## src/rtl/sync_decoder_if.sv

```systemverilog
// Sync decoder bus: raw sync inputs in, timing/lock status out.
// Signals: HSync, VSync (active-low) -> Col, Row, LineLen, Locked, HErr, FrameErr.
interface sync_decoder_if;
    logic       HSync;
    logic       VSync;
    logic [9:0] Col;
    logic [9:0] Row;
    logic [9:0] LineLen;
    logic       Locked;
    logic       HErr;
    logic       FrameErr;

    modport master (
        output HSync, VSync,
        input  Col, Row, LineLen, Locked, HErr, FrameErr
    );

    modport slave (
        input  HSync, VSync,
        output Col, Row, LineLen, Locked, HErr, FrameErr
    );
endinterface

```

## src/rtl/sync_decoder.sv

```systemverilog
// Video sync decoder: column/row counters, line-length measure, line lock FSM.
// Ports: CLK, ResetN (async low), bus (slave). Macro SYNC_DECODER_VCHECK_EN adds frame check.
module sync_decoder #(
    parameter int H_TOTAL    = 800,
    parameter int V_TOTAL    = 525,
    parameter int LOCK_LINES = 4
) (
    input  logic        CLK,
    input  logic        ResetN,
    sync_decoder_if.slave bus
);

    if (LOCK_LINES < 1 || LOCK_LINES > 15 || V_TOTAL < 1 || V_TOTAL > 1024) begin : g_bad
        $error("sync_decoder: parameter out of range");
    end

    typedef enum logic [1:0] {
        SEARCH = 2'd0,
        CHECK  = 2'd1,
        LOCKED = 2'd2
    } state_t;

    localparam logic [10:0] HT = 11'(H_TOTAL);
    localparam logic [3:0]  LL = 4'(LOCK_LINES);

    state_t      state, state_n;
    logic [3:0]  good, good_n;
    logic        herr, herr_n;
    logic        hs_q, vs_q;
    logic        hs_edge, vs_edge;
    logic [9:0]  col, row, linelen;
    logic [10:0] col_p1;
    logic [3:0]  good_p1;
    logic        line_ok, col_max, locked;

    assign hs_edge = hs_q & ~bus.HSync;
    assign vs_edge = vs_q & ~bus.VSync;
    assign col_p1  = {1'b0, col} + 11'd1;
    assign good_p1 = good + 4'd1;
    assign line_ok = (col_p1 == HT);
    assign col_max = (col == 10'h3FF);
    assign locked  = (state == LOCKED);

    // Sync registers idle high so a low input right after reset is an edge.
    always_ff @(posedge CLK or negedge ResetN) begin
        if (!ResetN) begin
            hs_q <= 1'b1;
            vs_q <= 1'b1;
        end else begin
            hs_q <= bus.HSync;
            vs_q <= bus.VSync;
        end
    end

    always_ff @(posedge CLK or negedge ResetN) begin
        if (!ResetN) begin
            col     <= '0;
            linelen <= '0;
        end else if (hs_edge) begin
            col     <= '0;
            linelen <= col_p1[10] ? 10'h3FF : col_p1[9:0];
        end else if (!col_max) begin
            col <= col + 10'd1;
        end
    end

    // VSync wins when both edges land in the same cycle.
    always_ff @(posedge CLK or negedge ResetN) begin
        if (!ResetN) begin
            row <= '0;
        end else if (vs_edge) begin
            row <= '0;
        end else if (hs_edge && row != 10'h3FF) begin
            row <= row + 10'd1;
        end
    end

    always_ff @(posedge CLK or negedge ResetN) begin
        if (!ResetN) begin
            state <= SEARCH;
            good  <= '0;
            herr  <= 1'b0;
        end else begin
            state <= state_n;
            good  <= good_n;
            herr  <= herr_n;
        end
    end

    // A saturated column with no edge means the line timing is lost.
    always_comb begin
        state_n = state;
        good_n  = good;
        herr_n  = 1'b0;
        unique case (state)
            SEARCH: begin
                if (hs_edge) begin
                    state_n = CHECK;
                    good_n  = '0;
                end
            end
            CHECK: begin
                if (hs_edge) begin
                    if (line_ok) begin
                        good_n = good_p1;
                        if (good_p1 == LL) begin
                            state_n = LOCKED;
                        end
                    end else begin
                        good_n = '0;
                    end
                end else if (col_max) begin
                    state_n = SEARCH;
                    good_n  = '0;
                end
            end
            LOCKED: begin
                if (hs_edge) begin
                    if (!line_ok) begin
                        herr_n  = 1'b1;
                        state_n = CHECK;
                        good_n  = '0;
                    end
                end else if (col_max) begin
                    herr_n  = 1'b1;
                    state_n = SEARCH;
                    good_n  = '0;
                end
            end
            default: begin
                state_n = SEARCH;
                good_n  = '0;
            end
        endcase
    end

`ifdef SYNC_DECODER_VCHECK_EN
    localparam logic [10:0] VT = 11'(V_TOTAL);

    logic        armed;
    logic        ferr;
    logic [10:0] row_p1;

    assign row_p1 = {1'b0, row} + 11'd1;

    // The first VSync after lock only arms the check; its frame is partial.
    always_ff @(posedge CLK or negedge ResetN) begin
        if (!ResetN) begin
            armed <= 1'b0;
            ferr  <= 1'b0;
        end else begin
            ferr <= vs_edge & locked & armed & (row_p1 != VT);
            if (!locked) begin
                armed <= 1'b0;
            end else if (vs_edge) begin
                armed <= 1'b1;
            end
        end
    end

    assign bus.FrameErr = ferr;
`else
    assign bus.FrameErr = 1'b0;
`endif

    assign bus.Col     = col;
    assign bus.Row     = row;
    assign bus.LineLen = linelen;
    assign bus.Locked  = locked;
    assign bus.HErr    = herr;

endmodule
```

## src/flat_wrapper.sv

```systemverilog
// flat-port wrapper written by rule: the top's interface ports become plain ports
module sync_decoder_flat 
#(
    parameter int H_TOTAL    = 800,
    parameter int V_TOTAL    = 525,
    parameter int LOCK_LINES = 4
)
  (CLK, ResetN, bus_HSync, bus_VSync, bus_Col, bus_Row, bus_LineLen, bus_Locked, bus_HErr, bus_FrameErr);
  sync_decoder_if bus_i ();
  input  logic CLK;
  input  logic ResetN;
  input wire logic [$bits(bus_i.HSync)-1:0] bus_HSync;
  input wire logic [$bits(bus_i.VSync)-1:0] bus_VSync;
  output wire logic [$bits(bus_i.Col)-1:0] bus_Col;
  output wire logic [$bits(bus_i.Row)-1:0] bus_Row;
  output wire logic [$bits(bus_i.LineLen)-1:0] bus_LineLen;
  output wire logic [$bits(bus_i.Locked)-1:0] bus_Locked;
  output wire logic [$bits(bus_i.HErr)-1:0] bus_HErr;
  output wire logic [$bits(bus_i.FrameErr)-1:0] bus_FrameErr;
  assign bus_i.HSync = bus_HSync;
  assign bus_i.VSync = bus_VSync;
  assign bus_Col = bus_i.Col;
  assign bus_Row = bus_i.Row;
  assign bus_LineLen = bus_i.LineLen;
  assign bus_Locked = bus_i.Locked;
  assign bus_HErr = bus_i.HErr;
  assign bus_FrameErr = bus_i.FrameErr;
  sync_decoder #(.H_TOTAL(H_TOTAL), .V_TOTAL(V_TOTAL), .LOCK_LINES(LOCK_LINES)) u_core (.CLK(CLK), .ResetN(ResetN), .bus(bus_i));
endmodule
```

## config.mk

```make
export PLATFORM = sky130hd
export DESIGN_NAME = sync_decoder_flat
export DESIGN_NICKNAME = d
export VERILOG_FILES = /design/src/rtl/sync_decoder_if.sv /design/src/rtl/sync_decoder.sv /design/src/flat_wrapper.sv
export SDC_FILE = /design/constraint.sdc
export NUM_CORES = 1
export LEC_CHECK = 0
export CORE_UTILIZATION = 35
export CTS_BUF_LIST = sky130_fd_sc_hd__clkbuf_2
export CTS_CLUSTER_SIZE = 10
export DETAILED_ROUTE_END_ITERATION = 7
export PLACE_DENSITY_LB_ADDON = 0.25
export SYNTH_ARGS = -nofsm -noshare
export SYNTH_HDL_FRONTEND = slang
export SYNTH_SLANG_ARGS = --single-unit
```

## constraint.sdc

```tcl
create_clock -name CLK -period 2.2 [get_ports CLK]
set_input_delay 0.22 -clock CLK [delete_from_list [all_inputs] [get_ports CLK]]
set_output_delay 0.22 -clock CLK [all_outputs]
set_load 0.02 [all_outputs]
```

== After elaboration in Yosys (flattened, before gate mapping) ==
Index checks and enable logic that the tools add are counted.
Widths: inputs -> output; s select.
Word-level totals
  flip-flop bits (word level): 39
  input port bits: 4
Cells by class
  $add $sub $neg: 4
  equality and inequality tests: 11
  mux-type cells: 24
  bitwise logic cells: 4
  reduce and logical (&&, ||, !) cells: 5
Operators with widths (count)
  $mux 10: 5
  $mux 4: 6
  $add 10x1->10 const B: 2
  $mux 2: 7
  $pmux 4 s3: 1
  $add 10x1->11 const B: 1
  $eq 11x10->1 const B: 1
  $eq 10x10->1 const B: 1
  $ne 10x10->1 const B: 1
  $ne 3x3->1 const B: 3
  $pmux 2 s3: 1
  $add 4x1->4 const B: 1
  $eq 4x3->1 const B: 1
  $mux 1: 4
  $ne 2x1->1 const B: 2
  $reduce_and 4->1: 1
  $and 1x1->1: 2
  $eq 2x1->1 const B: 1
  $eq 2x2->1 const B: 1
  $logic_not 2->1: 1
  $not 1->1: 2
  $reduce_and 2->1: 1
  $reduce_bool 2->1: 1
  $logic_and 1x1->1: 1

== Logic depth before layout (Yosys ltp) ==
Gate-level depths: netlist (run 1).
  depth in word-level cells: 6
  mapped depth: 9
  gate-level depth less buffers: 7

== Worst setup path before layout (run 1) ==
OpenSTA, ideal clock, no wires.
  kind: flip-flop to flip-flop
  from: reg u_core.col[0], in the netlist u_core.bus.Col[0]
  to: reg u_core.good[3]
  arrival time: 2.290 ns
  path slack: -0.154 ns
  cell stages (with the launch flop): 10
  buffers on the path: 2
  period minus slack after synthesis: 2.354 ns
  path through: dfrtp_1 ha_1 and4_1 buf_4 and4_1 o22ai_1 or3_1 buf_2 a2111oi_2 a21o_1
On the way
  cells in the longest elaborated chain, start to end: 5
RTL lines
  from (decl): RTL line sync_decoder.sv:31  | logic [9:0] col, row, linelen;
  from (signal assigned): RTL line sync_decoder.sv:63  | col <= col + 10'd1;
  $add 10x1->11: RTL line sync_decoder.sv:38  | assign col_p1 = {1'b0, col} + 11'd1;
  $eq 11x10->1: RTL line sync_decoder.sv:40  | assign line_ok = (col_p1 == HT);
  $mux 4: RTL line sync_decoder.sv:104  | if (line_ok) begin
  $mux 4: RTL line sync_decoder.sv:103  | if (hs_edge) begin
  $pmux 4 s3: RTL line sync_decoder.sv:95  | unique case (state)
  to (signal assigned): RTL line sync_decoder.sv:85  | good <= good_n;
  to (decl): RTL line sync_decoder.sv:27  | logic [3:0] good, good_n;
Parallel ways exist; a longest one is shown, timed or not.
A chain may end at the register's enable or synchronous reset.

== Worst setup path after layout (run 1) ==
  from: reg u_core.col[0], in the netlist u_core.bus.Col[0]
  to: reg u_core.state[1]
On the way
  cells in the longest elaborated chain, start to end: 4
RTL lines
  $add 10x1->11 or $eq 10x10->1 (tied branches): RTL line sync_decoder.sv:38, sync_decoder.sv:41
  $eq 11x10->1 or $mux 2 (tied branches)
  $ne 3x3->1 (no source line), or another cell as far along
  $reduce_and 4->1 (no source line) or $pmux 2 s3 (tied branches)
  to (signal assigned): RTL line sync_decoder.sv:84  | state <= state_n;
  to (decl): RTL line sync_decoder.sv:26  | state_t state, state_n;
Parallel ways exist; a longest one is shown, timed or not.

==> results of run 1 <==
## sequential cells by signal (all words and copies together) (netlist names)
name / count
u_core.bus.HErr: 1
u_core.hs_q: 1
u_core.bus.Col: 10
u_core.bus.Row: 10
u_core.state: 2
u_core.vs_q: 1
u_core.good: 4
u_core.bus.LineLen: 10
## final cells by class
| type | count | share of cell area |
|---|---|---|
| multi-input combinational | 161 | 0.391 |
| clock inverter | 3 | 0.0157 |
| timing repair buffer | 56 | 0.187 |
| clock buffer | 5 | 0.00922 |
| tap | 72 | 0.0332 |
| sequential | 39 | 0.361 |
| inverter | 2 | 0.00276 |
## power by group through the flow
stage / Clock, mW / Sequential (mW) / Combinational, mW
2_1_floorplan: 0 / 0.961 / 0.285
3_3_place_gp: 0 / 0.897 / 0.562
3_5_place_dp: 0 / 0.902 / 0.574
4_1_cts: 0.469 / 0.880 / 0.624
5_1_grt: 0.492 / 0.897 / 0.707
6_report: 0.451 / 0.882 / 0.643
## worst reg2reg max path: cells and delay by family, from the launching register on
kind            cells  cell delay, ns
fa+ha+maj           1            0.20
compound gates      2            0.36
flops               1            0.48
simple gates        4            1.04
## timing repair
item | in CTS | in global routing
endpoints found under the setup margin | 5 | 7
cloned | 0 | 0
endpoints found under the hold margin | 23 | 0
setup buffers | 5 | 0
gates resized for setup | 1 | 9
pin swaps | 1 | 1
hold buffers | 1 | 0
## path summary, 6_finish.rpt
kind | slack [ns] | endpoint
max in group asynchronous | 1.26 | u_core.vs_q
min in group asynchronous | 0.29 | u_core.bus.LineLen[7]
worst max register to register | 0.09 | u_core.state[1]
worst min-delay path | 0.23 | u_core.vs_q
worst min register to register | 0.51 | u_core.bus.LineLen[2]
worst max-delay path | 0.09 | u_core.state[1]
## kinds of logic after synthesis
group	after synthesis	synth area share
flip-flops	39	0.481
other	1	0.00184
multiplexers	5	0.0252
adder cells (fa/ha/maj)	8	0.0492
AND/OR/NAND/NOR	94	0.229
XOR/XNOR	13	0.0559
AO/OA/AOI/OAI	40	0.128
buffers and inverters	12	0.0301
## layer usage
metal,up-vias,global-route usage,wire (microns)
li1,849,-,-
met1,820,0.204,2130
met5,-,0,0
met3,6,0.0407,211
met4,0,0.0556,63
met2,44,0.257,2060
## per-stage QoR
step           hold WS [ns]  instances  total power, mW
6_report              0.227        338             1.98
5_1_grt               0.214        338             2.10
4_1_cts               0.206        338             1.97
3_5_place_dp          0.258        324             1.48
3_3_place_gp          0.253        324             1.46
2_1_floorplan       -0.0756        212             1.25
## layout by cell type, fill, tap and decap left out, drive strengths merged, types with 3 or more instances in the layout
master,count
nand4,6
nand2b,6
clkdlybuf4s50,33
inv,3
nor2,25
a31oi,3
buf,21
nand3,7
ha,8
or3,4
and4,4
dfrtp,37
and2,4
nand2,26
o21ai,10
a21oi,11
nor2b,3
mux2i,4
xnor2,6
clkbuf,5
xor2,7
==> impl_metrics.json, run 1 <==
{
  "fmax_ghz": 0.473,
  "min_path_cells": 1,
  "worstSetupPathDepth": 7,
  "drt_wl_total_microns": 4460,
  "period_minus_slack_ns": 2.11,
  "cts_root_buffer": "clkbuf_2",
  "synth_area_per_cell_sq_um": 9.60,
  "yosysMostFrequentCell": "dfrtp_1",
  "slowest_delay_ns": 0.55,
  "synthArstFlopShare": 1.00,
  "rsz0062_at_grt": "yes",
  "clk_pin_slew_ns": 0.20,
  "vias": 1719,
  "cp_data_arrival_time_ns": 2.48,
  "synth_top_area_cell": "dfrtp_1",
  "portBuffers": 35,
  "start_util": 0.367,
  "vias_per_cell": 5.09,
  "ys_types": 43,
  "rows": 27,
  "maxSlewHeadroom": 0.611,
  "num_io_pins": 37,
  "report.final.slew_viol_count": 0,
  "cts_buffers": 5,
  "fillers": 535,
  "grt_max_degree": 27,
  "drv_cap": 0,
  "power_switching_mw": 0.674,
  "drive_above_1_share": 0.169,
  "worst_clock_skew_ns": 0.0232,
  "ys_ff_latch": 39,
  "worst-slew-pin-transition_ns": 0.583,
  "reg2reg_depth": 7,
  "syn_area_sq_um": 2040,
  "seq_power_share": 0.446,
  "yosys-top-cells-count": "dfrtp_1, nand2_1, nor2_1",
  "fin_nets": 277,
  "dp_hpwl_microns": 3170,
  "placedInstanceArea_sq_um": 2540,
  "syn_nets": 224,
  "synth_top_area_share": 0.455,
  "die-area_sq_um": 6130,
  "dr.pass1.iters": 4,
  "pre_cts_slack_ns": -0.0275,
  "fp.dieH_microns": 78.3,
  "finalWorstSetupSlack_ns": 0.0857,
  "routabilityCongestion": 0.785,
  "worstPathRequired_ns": 2.56,
  "drt_iter0_markers": 81,
  "ys_seq_area_frac": 0.481,
  "regArea_sq_um": 981,
  "power_frac_clock": 0.228,
  "grt_pass1_wl_microns": 7660,
  "antenna_cells": 0,
  "p_comb_frac": 0.325,
  "powerDensity_nw_per_um2": 728,
  "yosys-top-cells-area": "dfrtp_1, ha_1, nand2_1, nor2_1, xor2_1",
  "crit_start": "u_core.bus.Col[0]",
  "syn_inst": 212,
  "synth_edf_count": 0,
  "criticalPathCategory": "reg2reg",
  "min_from": "bus_VSync",
  "p_sw_frac": 0.341,
  "intPower_mw": 1.30,
  "timing.final.crit_share": 0.961,
  "cp.buffers_inverters": 0,
  "final_area_sq_um": 2720,
  "core_area_sq_um": 5540,
  "syn2layout_area_growth_pct": 33.4,
  "final_antenna_net_count": 0,
  "synth_warnings": 0,
  "grt_pass1_vias": 1654,
  "setup_viol": 0,
  "ir_drop_uv": 318,
  "cp-end-kind": "flip-flop",
  "setup-tns-final_ns": 0,
  "antenna_found_initial": 0,
  "synth_ff_type": "dfrtp_1",
  "slowest_stage": "or4_4",
  "grtUsageTotal": 0.158,
  "cts_tree": "done",
  "fin_util": 0.490,
  "cp_cell_sequence": "ha_4, and4_4, and4_1, o22ai_1, or4_4, o31a_1, nand2_1",
  "p_leak_nw": 1.21,
  "min_path_type": "in2reg",
  "globalRouteOverflowTotal": 0,
  "crit_family": "simple AND/OR/NAND/NOR gates",
  "cp_max_fo": 6,
  "finalHoldViolations": 0,
  "cts.sinks": 39,
  "die_x_microns": 78.3,
  "h-tree-depth": 2,
  "timing.rr.start": "u_core.bus.Col[0]",
  "clockBufferDepth": 2,
  "outcome": "finished clean",
  "avgRoutedWirePerCell_microns": 13.2,
  "multi_input_area_sq_um": 1060,
  "clock_latency_ns": 0.42,
  "drc_errors": 0,
  "critPathLaunchType": "flip-flop"
}
No activity file was read; power rests on OpenSTA's default activity.
==> inputs of run 2 (changes only) <==
Settings changed: HOLD_SLACK_MARGIN set to 0.02, SLEW_MARGIN set to 10.
==> results of run 2 <==
Same layout as run 1: the final DEF is identical, and so are final timing and power.
==> inputs of run 3 (changes only) <==
--- a/config.mk
+++ b/config.mk
@@ -16,2 +16,3 @@
 export SYNTH_HDL_FRONTEND = slang
 export SYNTH_SLANG_ARGS = --single-unit
+export TNS_END_PERCENT = 5
==> constraint.sdc (replaced) <==
create_clock -name CLK -period 2.2 [get_ports CLK]
set_input_delay 0.66 -clock CLK [delete_from_list [all_inputs] [get_ports CLK]]
set_output_delay 0.66 -clock CLK [all_outputs]
set_load 0.02 [all_outputs]
==> impl_metrics.json, run 3 (synthesized netlist as in run 1, its figures left out) <==
{
  "outcome": "finished clean",
  "cp_cell_sequence": "clkdlybuf4s50_1",
  "cts_root_buffer": "clkbuf_2",
  "finalNonFillerCells": 340,
  "antenna_found_initial": 0,
  "start_util": 0.367,
  "clock_latency_ns": 0.39,
  "grt_max_degree": 24,
  "timing.final.crit_share": 0.963,
  "grt_pass1_wl_microns": 7600,
  "powerDensity_nw_per_um2": 661,
  "cp_max_fo": 7,
  "period_minus_slack_ns": 2.12,
  "grt_pass1_vias": 1696,
  "cp-end-kind": "primary output",
  "fillers": 564,
  "drc_errors": 0,
  "fp.dieH_microns": 78.3,
  "cp_data_arrival_time_ns": 1.46,
  "holdWs_ns": 0.169,
  "crit_family": "buffers and inverters",
  "crit_start": "u_core.bus.Col[9]",
  "antenna_cells": 0,
  "criticalPathCategory": "reg2out",
  "r2r_setup_slack_ns": 0.12,
  "grtUsageTotal": 0.159,
  "drt_iter0_markers": 76,
  "ir_drop_uv": 362,
  "worst_clock_skew_ns": 0.00638,
  "routabilityCongestion": 0.784,
  "fmax_ghz": 0.472,
  "h-tree-depth": 2,
  "timing.rr.start": "u_core.bus.Col[0]",
  "die-area_sq_um": 6130,
  "min_path_type": "in2async",
  "clockBufferDepth": 2,
  "die_x_microns": 78.3,
  "cts.sinks": 39,
  "syn2layout_area_growth_pct": 33.7,
  "reg2reg_to": "u_core.good[3]",
  "final_antenna_net_count": 0,
  "report.final.slew_viol_count": 0,
  "num_io_pins": 37,
  "cp.buffers_inverters": 1,
  "core_area_sq_um": 5540,
  "reg2reg_depth": 7,
  "finalHoldViolations": 0,
  "avgRoutedWirePerCell_microns": 12.8,
  "cts_tree": "done",
  "vias": 1731,
  "rows": 27,
  "final_cell_mix": "dfrtp_1, nand2_1, nor2_1, buf_4, clkdlybuf4s50_1",
  "place_inst": 332,
  "critPathLaunchType": "flip-flop",
  "globalRouteOverflowTotal": 0,
  "drt_wl_total_microns": 4360,
  "dr.pass1.iters": 4,
  "dp_hpwl_microns": 3170,
  "cts_buffers": 5,
  "rsz0062_at_grt": "yes",
  "hold_buffers": 0,
  "portBuffers": 35,
  "vias_per_cell": 5.09,
  "slowest_delay_ns": 0.62,
  "worstPathRequired_ns": 1.54,
  "fin_nets": 279,
  "drv_cap": 0,
  "setup_viol": 0,
  "drive_above_1_share": 0.198,
  "slowest_stage": "clkdlybuf4s50_1",
  "clk_pin_slew_ns": 0.18,
  "p_leak_nw": 1.38,
  "final_common_cell": "dfrtp_1"
}
run 3: cell types whose count changed in the layout (fill, tap and decap cells not counted), moves of 2 or more:
cell,change
clkdlybuf4s50_1,-13
dfrtp_1,-7
dlygate4sd2_1,+3
dlymetal6s2s_1,+9
buf_4,+2
dfrtp_2,+7
clkbuf_2,+2
run 3: worst max-delay path by stage:
stage               cells after the start  slack [ns]                end
floorplan                               9        0.04     u_core.good[3]
global placement                        6       -0.10  u_core.bus.Row[5]
detailed placement                      6       -0.17  u_core.bus.Row[7]
CTS                                     1       0.002         bus_Col[8]
global route                            7       -0.03     u_core.good[3]
finish                                  1        0.08         bus_Col[9]
run 3: cell type report:
cell class              count  area, sq um  share of cell area
clock buffers               6         30.0              0.0110
clock inverters             2         7.51             0.00276
inverters                   2         7.51             0.00276
multi-input cells         161         1050               0.386
flip-flops and latches     39          990               0.364
well taps                  72         90.1              0.0331
repair buffers             58          547               0.201
run 3: timing repair:
action	in CTS	in global routing
setup endpoints to repair	13	19
buffers inserted	0	0
gates resized for setup	9	22
pin swaps	0	2
cloned	0	0
run 3: metal layers:
layer / vias up / GRT usage / part of all wire
met5: - / 0 / 0
met4: 0 / 0.0611 / 0.015
met3: 7 / 0.0372 / 0.036
met2: 34 / 0.259 / 0.48
met1: 833 / 0.204 / 0.47
li1: 857 / - / -
run 3: metrics by stage:
step           instance area, sq um   util  TNS, ns  total power, mW  worst slack, ns
4_1_cts                        2660  0.480        0             1.81          0.00165
3_5_place_dp                   2620  0.472   -0.801             1.51           -0.173
2_1_floorplan                  2050      -        0             1.25           0.0362
3_3_place_gp                   2620  0.472   -0.480             1.51           -0.105
5_1_grt                        2720  0.491  -0.0499             1.93          -0.0284
6_report                       2720  0.491        0             1.80           0.0820
run 3: power by group:
group | total (mW) | switching (mW) | internal (mW)
logic | 0.623 | 0.327 | 0.296
registers | 0.877 | 0.0773 | 0.799
clock network | 0.301 | 0.225 | 0.0765
